File: config.mk
export PLATFORM = sky130hd
export DESIGN_NAME = branch_resolve_queue
export DESIGN_NICKNAME = d
export VERILOG_FILES = /design/src/rtl/branch_resolve_queue_pkg.sv /design/src/rtl/branch_resolve_queue.sv
export SDC_FILE = /design/constraint.sdc
export NUM_CORES = 1
export LEC_CHECK = 0
export CORE_ASPECT_RATIO = 0.6
export CORE_MARGIN = 3
export CORE_UTILIZATION = 38
export DETAILED_ROUTE_END_ITERATION = 8
export GPL_TIMING_DRIVEN = 0
export PLACE_DENSITY = 0.56
export SETUP_SLACK_MARGIN = 0.2
export SKIP_CTS_REPAIR_TIMING = 1
export SYNTH_ARGS = -nofsm -noshare
export SYNTH_HDL_FRONTEND = slang
export SYNTH_SLANG_ARGS = --single-unit
File: constraint.sdc
create_clock -name clk -period 4.29 [get_ports clk]
set_input_delay 0.6435 -clock clk [delete_from_list [all_inputs] [get_ports clk]]
set_output_delay 0.6435 -clock clk [all_outputs]
set_load 0.02 [all_outputs]
File: src/rtl/branch_resolve_queue_pkg.sv
// Shared types for the branch resolve queue: one in-flight conditional branch
// per entry, plus the sequential fetch step.
package branch_pkg;

  localparam int BR_XLEN = 32;

  localparam logic [BR_XLEN-1:0] PC_STEP = BR_XLEN'(4);

  typedef struct packed {
    logic [BR_XLEN-1:0] pc;
    logic [BR_XLEN-1:0] target;
    logic               pred;
    logic               dir;
  } brEntry_t;

endpackage

File: src/rtl/branch_resolve_queue.sv
// In-order queue of predicted conditional branches; resolves the oldest one in
// execute, producing redirect and predictor-training signals with zero latency.
module branch_resolve_queue
  import branch_pkg::*;
#(
  parameter int DATA_WIDTH = BR_XLEN,
  parameter int DEPTH      = 4
) (
  input  logic                   clk,
  input  logic                   rst,
  input  logic                   PushF,
  input  logic [DATA_WIDTH-1:0]  PCF,
  input  logic [DATA_WIDTH-1:0]  TargetF,
  input  logic                   PredTakenF,
  input  logic                   DirF,
  input  logic                   BranchE,
  input  logic                   ZeroE,
  output logic                   FlushBranch,
  output logic [DATA_WIDTH-1:0]  PCRedirect,
  output logic                   PCRedirectSrc,
  output logic                   TrainValid,
  output logic                   TrainDir,
  output logic                   TrainCorrect,
  output logic                   Full,
  output logic                   Empty,
  output logic [$clog2(DEPTH):0] Count,
  output logic                   Overflow,
  output logic                   Underflow
);

  localparam int PW = $clog2(DEPTH);
  localparam int CW = PW + 1;

  brEntry_t        mem [DEPTH];
  logic [PW-1:0]   head;
  logic [PW-1:0]   tail;
  logic [CW-1:0]   count;
  logic            overflowQ;
  logic            underflowQ;

  brEntry_t        headEntry;
  logic            resolve;
  logic            mispredict;
  logic            push;
  logic            pop;
  logic [BR_XLEN-1:0] redirect;

  assign Empty = (count == '0);
  assign Full  = (count == CW'(DEPTH));

  always_comb begin
    headEntry  = mem[head];
    resolve    = BranchE & ~Empty;
    mispredict = resolve & (headEntry.pred != ZeroE);
    pop        = resolve;
    // A full queue still accepts a push when the head retires correctly.
    push       = PushF & ~mispredict & (~Full | pop);
    redirect   = '0;
    if (mispredict) begin
      redirect = ZeroE ? headEntry.target : headEntry.pc + PC_STEP;
    end
  end

  assign FlushBranch   = mispredict;
  assign PCRedirectSrc = mispredict;
  assign PCRedirect    = DATA_WIDTH'(redirect);
  assign TrainValid    = resolve;
  assign TrainDir      = resolve & headEntry.dir;
  assign TrainCorrect  = resolve & ~mispredict;
  assign Count         = count;
  assign Overflow      = overflowQ;
  assign Underflow     = underflowQ;

  always_ff @(posedge clk) begin
    if (rst) begin
      head       <= '0;
      tail       <= '0;
      count      <= '0;
      overflowQ  <= 1'b0;
      underflowQ <= 1'b0;
    end else begin
      if (PushF && Full && !pop) overflowQ <= 1'b1;
      if (BranchE && Empty) underflowQ <= 1'b1;
      // Everything younger than a mispredicted branch is wrong-path.
      if (mispredict) begin
        head  <= '0;
        tail  <= '0;
        count <= '0;
      end else begin
        if (push) tail <= tail + PW'(1);
        if (pop)  head <= head + PW'(1);
        case ({push, pop})
          2'b10:   count <= count + CW'(1);
          2'b01:   count <= count - CW'(1);
          default: count <= count;
        endcase
      end
    end
  end

  always_ff @(posedge clk) begin
    if (!rst && push) begin
      mem[tail] <= '{pc:     BR_XLEN'(PCF),
                     target: BR_XLEN'(TargetF),
                     pred:   PredTakenF,
                     dir:    DirF};
    end
  end

endmodule

Word level (Yosys, flattened, before mapping)
Memory sizes are Yosys's and may differ from the RTL's. A register that Yosys moved wholly into a read port is not among the register bits.
Index checks and enable logic that the tools add are counted.

cells by class
  add/sub/neg operators = 5
  equal/unequal tests = 4
  multiplexer cells = 7
  bitwise operators = 10
  reductions and logical operators = 9

operators by type and width
  operator                                                            count
  32-bit two-way mux                                                  2
  32-bit by 3-bit adder with 32-bit output, second input constant     1
  1-bit bitwise AND                                                   6
  3-bit case mux with 2 select lines                                  1
  2-bit by 1-bit adder with 2-bit output, second input constant       2
  1-bit logical AND                                                   4
  2-bit two-way mux                                                   2
  3-bit by 1-bit adder with 3-bit output, second input constant       1
  3-bit == test, second input constant                                1
  3-bit zero test                                                     1
  1-bit NOT                                                           3
  3-bit by 1-bit subtractor with 3-bit output, second input constant  1
  2-bit by 1-bit == test with 1-bit output, second input constant     1
  2-bit == test, second input constant                                1
  1-bit zero test                                                     2
  1-bit two-way mux                                                   2
  2-bit nonzero test                                                  1
  2-bit OR reduction                                                  1
  1-bit inequality test                                               1
  1-bit OR                                                            1

storage, ports and cells
  register bits = 9
  bits in writable memories = 264
  input port bits = 71
  output and inout port bits = 44
  logic and storage cells = 41
  memories = 1

memory list
  memory  depth  width  rd ports  clocked after memory_dff  write ports  line                        source
  mem     4      66     1         1                         1            branch_resolve_queue.sv:34  brEntry_t mem [DEPTH];

Logic depth before layout (Yosys ltp)
Gate-level depths: netlist (run 1).

  depth in word-level cells = 10
  depth in mapped cells = 9
  gate-level depth less buffers = 7

Worst setup path before layout (run 1)
No wires, ideal clock.

  path type = flip-flop to flip-flop
  from = reg count[0], in the netlist Count[0]
  to = mem mem[2][0] (netlist name), enable pin
  setup time = 0.431 ns
  arrival = 3.540 ns
  data required time = 3.859 ns
  slack = 0.319 ns
  cell stages (with the launch flop) = 8
  path buffers = 0
  path through = dfxtp_1 nor3_1 nand2b_1 inv_1 nand2_1 inv_1 nor3_1 and2_1

on the way
  cells in the longest elaborated chain, start to end = 10

ends and longest elaborated chain
  what                                         line                         source
  from (decl)                                  branch_resolve_queue.sv:37   logic [CW-1:0] count;
  from (signal assigned)                       branch_resolve_queue.sv:93   2'b10: count <= count + CW'(1);
  from (signal assigned)                       branch_resolve_queue.sv:94   2'b01: count <= count - CW'(1);
  from (signal assigned)                       branch_resolve_queue.sv:95   default: count <= count;
  3-bit zero test (*)                          branch_resolve_queue.sv:48   assign Empty = (count == '0);
  net Empty                                    branch_resolve_queue.sv:25   output logic Empty,
  1-bit NOT (*)                                branch_resolve_queue.sv:53   resolve = BranchE & ~Empty;
  1-bit bitwise AND (*)                        branch_resolve_queue.sv:53
  net TrainValid                               branch_resolve_queue.sv:21   output logic TrainValid,
  1-bit bitwise AND                            branch_resolve_queue.sv:54   mispredict = resolve & (headEntry.pred != ZeroE);
  1-bit NOT                                    branch_resolve_queue.sv:57   push = PushF & ~mispredict & (~Full | pop);
  1-bit bitwise AND                            branch_resolve_queue.sv:57
  1-bit bitwise AND (*)                        branch_resolve_queue.sv:57
  1-bit logical AND (*)                        branch_resolve_queue.sv:102  if (!rst && push) begin
  1-bit two-way mux (*)                        branch_resolve_queue.sv:102
  1-bit two-way mux (implied by the code) (*)  branch_resolve_queue.sv:103  mem[tail] <= '{pc: BR_XLEN'(PCF),
  to (decl)                                    branch_resolve_queue.sv:34

The timed path passes the listed nets; every way through them passes the cells marked *.

==> results of run 1 <==
## worst min-delay path, delay by kind of cell, from the launching register on
family | cells | cell delay (ns)
DFF | 1 | 0.33
and+or+nand+nor | 1 | 0.07
AOI/OAI and AO/OA | 1 | 0.04
## final timing paths
path | startpoint | to | slack (ns) | cells after the start
max reg2reg | flip-flop | mem[0][39]$_DFFE_PP_ | 0.86 | 9
min | Underflow$_SDFFE_PP0P_ | Underflow$_SDFFE_PP0P_ | 0.47 | 2
max | flip-flop | PCRedirectSrc | 0.23 | 9
min reg2reg | Underflow$_SDFFE_PP0P_ | Underflow$_SDFFE_PP0P_ | 0.47 | 2
## state kept, by name, indices dropped and copies added, names as in the netlist, named ones only
name and count:
Underflow 1, mem 264, Overflow 1, Count 3, tail 2, head 2
## through the flow
| step | setup TNS (ns) | power [mW] | utilization (%) |
|---|---|---|---|
| finish | 0 | 7.09 | 49.1 |
| global placement | -379.81 | 4.75 | 45.1 |
| global route | 0 | 7.39 | 49.1 |
| floorplan | 0 | 4.17 | - |
| detailed placement | -0.159 | 4.79 | 45.5 |
| CTS | -13.71 | 7.16 | 48.7 |
## area by class of cell
class	count	area, µm²
plain buffers	28	194
clock buffers	29	683
well taps	367	459
clock inverters	18	200
fillers	2339	14400
inverters	9	33.8
flip-flops and latches	275	8150
repair buffers	119	1290
multi-input cells	270	2870
## power breakdown
part	switching [mW]	internal (mW)
Sequential	0.0625	3.15
Clock	0.967	1.39
Combinational	0.852	0.672
## synthesized netlist by cell type, types with 2 or more instances
library cell,n
sky130_fd_sc_hd__mux4_1,2
sky130_fd_sc_hd__dfxtp_1,11
sky130_fd_sc_hd__nand2_1,22
sky130_fd_sc_hd__mux4_2,64
sky130_fd_sc_hd__nor3_1,16
sky130_fd_sc_hd__mux2i_1,5
sky130_fd_sc_hd__nor2_1,24
sky130_fd_sc_hd__ha_1,5
sky130_fd_sc_hd__o21ai_0,18
sky130_fd_sc_hd__and2_1,8
sky130_fd_sc_hd__a211oi_1,10
sky130_fd_sc_hd__buf_6,2
sky130_fd_sc_hd__and3_1,6
sky130_fd_sc_hd__nor4_4,2
sky130_fd_sc_hd__and4_1,2
sky130_fd_sc_hd__nand3_1,9
sky130_fd_sc_hd__buf_2,9
sky130_fd_sc_hd__xor2_1,7
sky130_fd_sc_hd__inv_1,9
sky130_fd_sc_hd__nand4_1,5
sky130_fd_sc_hd__a21oi_1,24
sky130_fd_sc_hd__nand2b_1,2
sky130_fd_sc_hd__xnor2_1,23
sky130_fd_sc_hd__edfxtp_1,264
sky130_fd_sc_hd__clkbuf_1,12
sky130_fd_sc_hd__buf_4,3
## layer usage
metal / routed length (µm) / GRT usage (%) / vias up / share of wire [%]
met4: 549 / 3.73 / 4 / 2.1
met2: 11500 / 24.5 / 171 / 45
li1: - / - / 2647 / -
met3: 1490 / 3.55 / 43 / 5.8
met1: 12000 / 24.2 / 3086 / 47
met5: 23 / 0 / - / 0.090
## logic make-up after synthesis
| logic type | after synthesis | synth area share, % |
|---|---|---|
| AOI/OAI and AO/OA | 55 | 2.72 |
| DFF | 275 | 73.1 |
| buffers and inverters | 37 | 1.73 |
| adders and majority gates | 6 | 0.741 |
| muxes | 71 | 13.9 |
| xor gates and xnor gates | 30 | 2.36 |
| and+or+nand+nor | 108 | 5.49 |
==> summary.md, run 1 <==
| Metric | Value |
|---|---|
| Status | finished, final reports clean |
| Via count of the first global-routing pass | 6157 |
| Number of nets in the layout | 806 |
| Fmax achieved | 246 MHz |
| Most common library cell in the layout ignoring fill and taps | sky130_fd_sc_hd__edfxtp_1 |
| Floorplan row count | 47 |
| CP Data Required Time | 3.65 ns |
| Clock latency at the later pin of the worst-skew pair | 0.54 ns |
| Number of iterations in the first detailed-routing pass | 5 |
| Wire length reported by the detailed router | 25600 µm |
| Starting Density | 39.5% |
| Period utilization | 94.6% |
| Area overhead of the layout relative to synthesis | 24.5% |
| # clock sinks | 275 |
| Placed Area | 12900 µm² |
| Number of synthesized flops with an enable pin | 264 |
| Total nets after synthesis | 659 |
| Final Cell Area | 13900 µm² |
| Sequential element share of the synthesized area | 73.1% |
| Area leader, netlist | sky130_fd_sc_hd__edfxtp_1 |
| Non-Filler Instances | 1115 |
| X dimension of the die | 227 µm |
| Distinct cell type count of the synthesized netlist | 44 |
| Synthesized netlist cell count | 582 |
| Antenna violations before repair | 2 |
| I/O pin count | 115 |
| Sum of net half-perimeters after detailed placement | 17400 µm |
| Worst Path Max Fanout | 11 |
| Sort of element at the start of the critical path | flip-flop |
| Data arrival time at the worst-slack endpoint | 3.42 ns |
| Number of violations of the max-capacitance limit | 0 |
| Setup slack at placement | -0.155 ns |
| Total global routing track utilization | 16.2% |
| Maximum cell stage delay along the critical path | 0.63 ns |
| Detailed router's first-iteration violation count | 520 |
| Number of buffers created by CTS | 26 |
| Leakage component of the power | 4.76 nW |
| Worst Setup Slack, final | 0.230 ns |
| Share of the synthesized area in the top cell type | 71.1% |
| Share of layout cells above drive strength 1 | 21.8% |
| Buffer depth of the longest clock path | 3 |
| Avg Cell Area, Syn | 19.1 µm² |
| Number of synthesized register bits | 275 |
| Setup repair after global routing missed its margin | true |
| Number of warnings issued by yosys | 0 |
| Largest voltage drop on the vdd net | 0.288 mV |
| Cell family with most CP delay | buffers and inverters |
| Clock Pin Slew Worst Setup and Hold Paths | 0.06 ns |
| Number of buffers and inverters on the critical path | 6 |
| Final worst clock skew | 0.0166 ns |
| Pins Over Slew Limit | 0 |
| DRC violations left | 0 |
| Count of final hold-check violations | 0 |
| Worst slew margin relative to its limit | 63.3% |
| CTS tree | built |
| Average wire per standard cell | 22.9 µm |
| Worst path slowest cell | sky130_fd_sc_hd__mux4_2 |
| Hold Crit Class | flip-flop to flip-flop |
| Post-layout minimum cycle time | 4.06 ns |
| Antenna diode count | 0 |
| H-tree levels | 1 |
| First-pass GRT wire length | 38100 µm |
| Core footprint | 28200 µm² |
| Crit Path Class | flip-flop to primary output |
| Die H | 139 µm |
| Total via count after detailed routing | 5951 |
| Pin count of the biggest net entering global routing | 54 |
| Post-placement cell count | 1066 |
| Clock tree root buffer cell | sky130_fd_sc_hd__clkbuf_16 |
| Area of the mapped netlist | 11100 µm² |
| DR vias/cell | 5.34 |
| Worst-margin pin slew | 0.551 ns |
| Top FF cell, synth | sky130_fd_sc_hd__edfxtp_1 |
| Min Hold Slack | 0.471 ns |
| Cell-by-cell trace of the critical path | buf_8 -> buf_12 -> mux4_2 -> xnor2_2 -> nand2_2 -> inv_2 -> buf_6 -> buf_4 -> clkdlybuf4s50_1 |
| Routability cong. | 0.823 |
| Power per cell area | 511 nW/µm² |
| Global-route congestion overflow total | 0 |
| Final setup viols | 0 |
| Remaining number of nets flagged by the antenna check after routing | 0 |
| Port bufs | 113 |
| Largest cells by area after synthesis | sky130_fd_sc_hd__edfxtp_1 71%, sky130_fd_sc_hd__mux4_2 13%, sky130_fd_sc_hd__dfxtp_1 2.0% |
| Async S/R FF share, synth | 0% |
| Area enclosed by the die boundary | 31500 µm² |
| Capturing element type of the critical path | primary output |
| Commonest cells after routing, fill and taps aside | 264 x sky130_fd_sc_hd__edfxtp_1, 83 x sky130_fd_sc_hd__clkdlybuf4s50_1, 64 x sky130_fd_sc_hd__mux4_2, 27 x sky130_fd_sc_hd__clkbuf_16 |
(Power assumes the default switching activity.)
==> run 2: changes to the inputs <==
--- a/config.mk
+++ b/config.mk
@@ -11,6 +11,7 @@
 export DETAILED_ROUTE_END_ITERATION = 8
 export GPL_TIMING_DRIVEN = 0
 export PLACE_DENSITY = 0.56
+export RECOVER_POWER = 100
 export SETUP_SLACK_MARGIN = 0.2
 export SKIP_CTS_REPAIR_TIMING = 1
 export SYNTH_ARGS = -nofsm -noshare
==> summary.md, run 2 (same netlist as run 1, synthesis figures left out) <==
| Metric | Value |
|---|---|
| Worst-case register-to-register setup slack | 0.44 ns |
| Starting Density | 39.5% |
| Clock network fraction of total power | 33.6% |
| Wire length reported by the detailed router | 25500 µm |
| Data arrival time at the worst-slack endpoint | 3.42 ns |
| Worst slew margin relative to its limit | 32.1% |
| FILL cells | 2382 |
| Number of nets in the layout | 806 |
| Final worst clock skew | 0.0172 ns |
| Routability cong. | 0.823 |
| First-pass GRT wire length | 38100 µm |
| Number of buffers created by CTS | 26 |
| X dimension of the die | 227 µm |
| Floorplan row count | 47 |
| Max reg flops | 264 |
| Portion of total power attributed to sequential cells | 45.8% |
| Post-route core utilization | 48.3% |
| Setup repair after global routing missed its margin | true |
| Pin count of the biggest net entering global routing | 54 |
| I/O pin count | 115 |
| Sum of net half-perimeters after detailed placement | 17400 µm |
| Number of violations of the max-capacitance limit | 0 |
| Post-layout minimum cycle time | 4.07 ns |
| Core footprint | 28200 µm² |
| Hold Crit Class | flip-flop to flip-flop |
| Share of layout cells above drive strength 1 | 21.0% |
| Global-route congestion overflow total | 0 |
| Capturing element type of the critical path | primary output |
| Average wire per standard cell | 22.9 µm |
| Final setup viols | 0 |
| Antenna diode count | 0 |
| Status | finished, final reports clean |
| Total via count after detailed routing | 5915 |
| Largest voltage drop on the vdd net | 0.287 mV |
| Crit Path Class | flip-flop to primary output |
| CTS tree | built |
| Clock latency at the later pin of the worst-skew pair | 0.54 ns |
| Post-placement cell count | 1066 |
| Leakage component of the power | 4.36 nW |
| Commonest cells after routing, fill and taps aside | 264 x sky130_fd_sc_hd__edfxtp_1, 79 x sky130_fd_sc_hd__dlygate4sd3_1, 64 x sky130_fd_sc_hd__mux4_2, 34 x sky130_fd_sc_hd__clkbuf_1, 27 x sky130_fd_sc_hd__clkbuf_16 |
| Number of iterations in the first detailed-routing pass | 5 |
| Total global routing track utilization | 16.2% |
| PnR Total Power | 7.01 mW |
| Non-Filler Instances | 1115 |
| Period utilization | 94.8% |
| Via count of the first global-routing pass | 6157 |
| Sort of element at the start of the critical path | flip-flop |
| Area overhead of the layout relative to synthesis | 22.3% |
| DRC violations left | 0 |
| Worst-margin pin slew | 1.02 ns |
| # clock sinks | 275 |
| H-tree levels | 1 |
| Most flops, register | mem |
| Cell internal pwr | 5.14 mW |
| Port bufs | 113 |
| Detailed router's first-iteration violation count | 493 |
| Pins Over Slew Limit | 0 |
| Die H | 139 µm |
| Remaining number of nets flagged by the antenna check after routing | 0 |
| Cell count of the worst reg-to-reg path | 9 |
| Power per cell area | 514 nW/µm² |
| Buffer depth of the longest clock path | 3 |
| Clock tree root buffer cell | sky130_fd_sc_hd__clkbuf_16 |
| Clock Pin Slew Worst Setup and Hold Paths | 0.06 ns |
| Switching Share | 26.7% |
| Worst Path Max Fanout | 11 |
| Switching power | 1.88 mW |
| Most common library cell in the layout ignoring fill and taps | sky130_fd_sc_hd__edfxtp_1 |
| Fmax achieved | 246 MHz |
| Count of final hold-check violations | 0 |
| CP Data Required Time | 3.65 ns |
| Worst hold path stage count | 2 |
| Fraction of power consumed by combinational cells | 20.6% |
| Antenna violations before repair | 2 |
| DR vias/cell | 5.30 |
| Area enclosed by the die boundary | 31500 µm² |
-- run 2: final cells by class --
cell class | count | area [µm²] | share of cell area, %
Sequential cell | 275 | 8150 | 59.8
Multi-Input combinational cell | 270 | 2860 | 21.0
Timing Repair Buffer | 119 | 1060 | 7.75
Clock buffer | 29 | 683 | 5.01
Tap cell | 367 | 459 | 3.37
Clock inverter | 18 | 200 | 1.47
Buffer | 28 | 191 | 1.40
Inverter | 9 | 33.8 | 0.248
-- run 2: stage by stage --
| stage | TNS, ns | area, µm² | worst slack [ns] | hold WS (ns) |
|---|---|---|---|---|
| final | 0 | 13600 | 0.222 | 0.466 |
| after global routing | 0 | 13600 | 0.0796 | 0.505 |
| after global placement | -379.81 | 12700 | -1.45 | 0.459 |
| after floorplan | 0 | 11100 | 0.319 | 0.441 |
| after detailed placement | -0.159 | 12900 | -0.155 | 0.463 |
| after CTS | -13.71 | 13700 | -0.749 | 0.478 |
-- run 2: worst max-delay path: stages, from the launching register on --
cell and delay (ns):
sky130_fd_sc_hd__dfxtp_2 0.41, sky130_fd_sc_hd__buf_8 0.20, sky130_fd_sc_hd__buf_12 0.16, sky130_fd_sc_hd__mux4_2 0.63, sky130_fd_sc_hd__xnor2_2 0.25, sky130_fd_sc_hd__nand2_2 0.15
sky130_fd_sc_hd__inv_2 0.17, sky130_fd_sc_hd__buf_6 0.20, sky130_fd_sc_hd__o21ai_0 0.21, sky130_fd_sc_hd__a21oi_1 0.24, sky130_fd_sc_hd__clkbuf_1 0.26
-- run 2: final timing paths --
check,from,endpoint
worst max-delay path,flip-flop,PCRedirect[29]
worst min-delay path,Underflow$_SDFFE_PP0P_,Underflow$_SDFFE_PP0P_
worst max register to register,flip-flop,mem[1][39]$_DFFE_PP_
worst min register to register,Underflow$_SDFFE_PP0P_,Underflow$_SDFFE_PP0P_
-- run 2: routing by layer --
layer | share of wire (%) | GRT usage (%)
met1 | 46 | 24.2
met4 | 2.1 | 3.73
met3 | 6.4 | 3.55
met2 | 45 | 24.5
met5 | 0.090 | 0
-- run 2: power groups by stage --
stage | clock, mW | sequential, mW | combinational, mW
6_report | 2.36 | 3.21 | 1.45
5_1_grt | 2.53 | 3.23 | 1.56
4_1_cts | 2.42 | 3.21 | 1.52
3_5_place_dp | 0 | 3.27 | 1.52
3_3_place_gp | 0 | 3.28 | 1.47
2_1_floorplan | 0 | 3.28 | 0.894
==> run 3: changes to the inputs <==
--- a/config.mk
+++ b/config.mk
@@ -6,12 +6,12 @@
 export NUM_CORES = 1
 export LEC_CHECK = 0
 export CORE_ASPECT_RATIO = 0.6
-export CORE_MARGIN = 3
+export CORE_MARGIN = 5
 export CORE_UTILIZATION = 38
+export CTS_BUF_LIST = sky130_fd_sc_hd__clkbuf_2
 export DETAILED_ROUTE_END_ITERATION = 8
 export GPL_TIMING_DRIVEN = 0
 export PLACE_DENSITY = 0.56
-export RECOVER_POWER = 100
 export SETUP_SLACK_MARGIN = 0.2
 export SKIP_CTS_REPAIR_TIMING = 1
 export SYNTH_ARGS = -nofsm -noshare
==> summary.md, run 3 (same netlist as run 1, synthesis figures left out) <==
| Metric | Value |
|---|---|
| Most flops, register | mem |
| Most common library cell in the layout ignoring fill and taps | sky130_fd_sc_hd__edfxtp_1 |
| Switching Share | 30.5% |
| First-pass GRT wire length | 38900 µm |
| Final Cell Area | 14200 µm² |
| Hold Crit Class | input pin to flip-flop |
| Library cell appearing most often on the critical path | sky130_fd_sc_hd__buf_4 |
| Sort of element at the start of the critical path | flip-flop |
| I/O pin count | 115 |
| Starting Density | 38.7% |
| Share of layout cells above drive strength 1 | 36.9% |
| Number of iterations in the first detailed-routing pass | 4 |
| Worst-margin pin slew | 0.677 ns |
| Count of final hold-check violations | 0 |
| Area enclosed by the die boundary | 33000 µm² |
| Data arrival time at the worst-slack endpoint | 3.41 ns |
| Worst Path Max Fanout | 6 |
| Pins Over Slew Limit | 0 |
| Floorplan row count | 48 |
| Crit Path Class | flip-flop to primary output |
| Clock latency at the later pin of the worst-skew pair | 0.91 ns |
| Average wire per standard cell | 22.2 µm |
| Final setup viols | 0 |
| Switching power | 2.00 mW |
| Period utilization | 94.5% |
| Capturing element type of the critical path | primary output |
| Via count of the first global-routing pass | 6475 |
| Worst hold path stage count | 1 |
| Worst slew margin relative to its limit | 54.8% |
| CTS tree | built |
| Portion of total power attributed to sequential cells | 48.8% |
| CP Data Required Time | 3.65 ns |
| X dimension of the die | 231 µm |
| Max reg flops | 264 |
| Sum of net half-perimeters after detailed placement | 17800 µm |
| DRC violations left | 0 |
| Setup slack at placement | -0.253 ns |
| Cell-by-cell trace of the critical path | clkbuf_16 -> buf_4 -> mux4_2 -> and3_1 -> buf_2 -> nand4_4 -> buf_6 -> nor2_4 -> xnor2_1 -> a211oi_2 -> buf_4 |
| Worst min-delay path startpoint | TargetF[25] |
| Leakage component of the power | 4.91 nW |
| Cell count of the worst reg-to-reg path | 11 |
| Global-route congestion overflow total | 0 |
| Clock network fraction of total power | 23.7% |
| Fraction of power consumed by combinational cells | 27.5% |
| Power per cell area | 464 nW/µm² |
| Total global routing track utilization | 15.9% |
| Fmax achieved | 247 MHz |
| Cell internal pwr | 4.57 mW |
| Wire length reported by the detailed router | 27400 µm |
| Antenna violations before repair | 0 |
| Remaining number of nets flagged by the antenna check after routing | 0 |
| Detailed router's first-iteration violation count | 463 |
| Setup repair after global routing missed its margin | true |
| Final worst clock skew | 0.0623 ns |
| Number of violations of the max-capacitance limit | 0 |
| # clock sinks | 275 |
| Clock Pin Slew Worst Setup and Hold Paths | 0.13 ns |
| Min Hold Slack | 0.375 ns |
| Worst Setup Slack, final | 0.237 ns |
| Placed Area | 12900 µm² |
| Worst path slowest cell | sky130_fd_sc_hd__mux4_2 |
| Pin count of the biggest net entering global routing | 43 |
| Area overhead of the layout relative to synthesis | 27.1% |
| H-tree levels | 2 |
| Clock tree root buffer cell | sky130_fd_sc_hd__clkbuf_2 |
| Buffer depth of the longest clock path | 3 |
| Port bufs | 113 |
| Maximum cell stage delay along the critical path | 0.54 ns |
| Largest voltage drop on the vdd net | 0.178 mV |
| Commonest cells after routing, fill and taps aside | 264 x sky130_fd_sc_hd__edfxtp_1, 100 x sky130_fd_sc_hd__clkbuf_2, 77 x sky130_fd_sc_hd__clkdlybuf4s50_1, 65 x sky130_fd_sc_hd__mux4_2, 60 x sky130_fd_sc_hd__buf_4 |
| Post-route core utilization | 49.2% |
| Total via count after detailed routing | 6359 |
| Number of nets in the layout | 887 |
| Number of buffers created by CTS | 61 |
| Routability cong. | 0.831 |
| Core footprint | 28800 µm² |
| Status | finished, final reports clean |
| Die H | 143 µm |
| DR vias/cell | 5.16 |
| Post-layout minimum cycle time | 4.05 ns |
run 3: cell count changes in the layout (fill, tap and decap cells not counted), sizes merged, moves of 4 or more:
cell,delta
clkbuf,+38
buf,+71
bufinv,-4
dlymetal6s2s,+7
dlygate4sd3,-79
clkdlybuf4s50,+73
clkinv,+4
run 3: critical path: cells and delay by family, from the launching register on:
family | cells | cell delay [ns]
and+or+nand+nor | 3 | 0.39
buffers and inverters | 5 | 0.76
xor gates and xnor gates | 1 | 0.14
DFF | 1 | 0.41
AOI/OAI and AO/OA | 1 | 0.30
muxes | 1 | 0.54
run 3: through the flow:
| step | setup TNS [ns] | instances | total power [mW] |
|---|---|---|---|
| after CTS | -30.69 | 1183 | 6.36 |
| after floorplan | 0 | 582 | 4.17 |
| after global routing | 0 | 1231 | 6.92 |
| after global placement | -413.26 | 1070 | 4.75 |
| after detailed placement | -0.693 | 1074 | 4.79 |
| final | 0 | 1232 | 6.58 |
run 3: final timing paths:
kind / endpoint / slack (ns)
setup / recovery: PCRedirect[23] / 0.24
hold reg to reg: head[1]$_SDFFE_PP0P_ / 0.49
setup reg to reg: mem[0][56]$_DFFE_PP_ / 0.73
hold / removal: mem[3][27]$_DFFE_PP_ / 0.37
run 3: per-layer routing:
layer,wire (µm),GRT usage [%],vias to the layer above
met5,0,0,-
met4,777,5.44,0
met3,1760,4.93,51
met2,12400,23.7,195
met1,12400,22.4,3264
li1,-,-,2849
run 3: layout make-up:
class | count | area, µm²
antenna | 1 | 2.50
buffer | 28 | 250
clock buffer | 93 | 465
clock inverter | 16 | 61.3
fill | 2404 | 14700
inverter | 9 | 46.3
multi-input combinational | 270 | 3100
sequential | 275 | 8150
tap | 375 | 469
timing repair buffer | 165 | 1620
run 3: power groups by stage:
stage	Combinational [mW]	Clock (mW)	Sequential (mW)
after floorplan	0.894	0	3.28
after global placement	1.47	0	3.28
after detailed placement	1.53	0	3.27
after CTS	1.53	1.62	3.21
after global routing	1.92	1.77	3.22
final	1.81	1.56	3.21
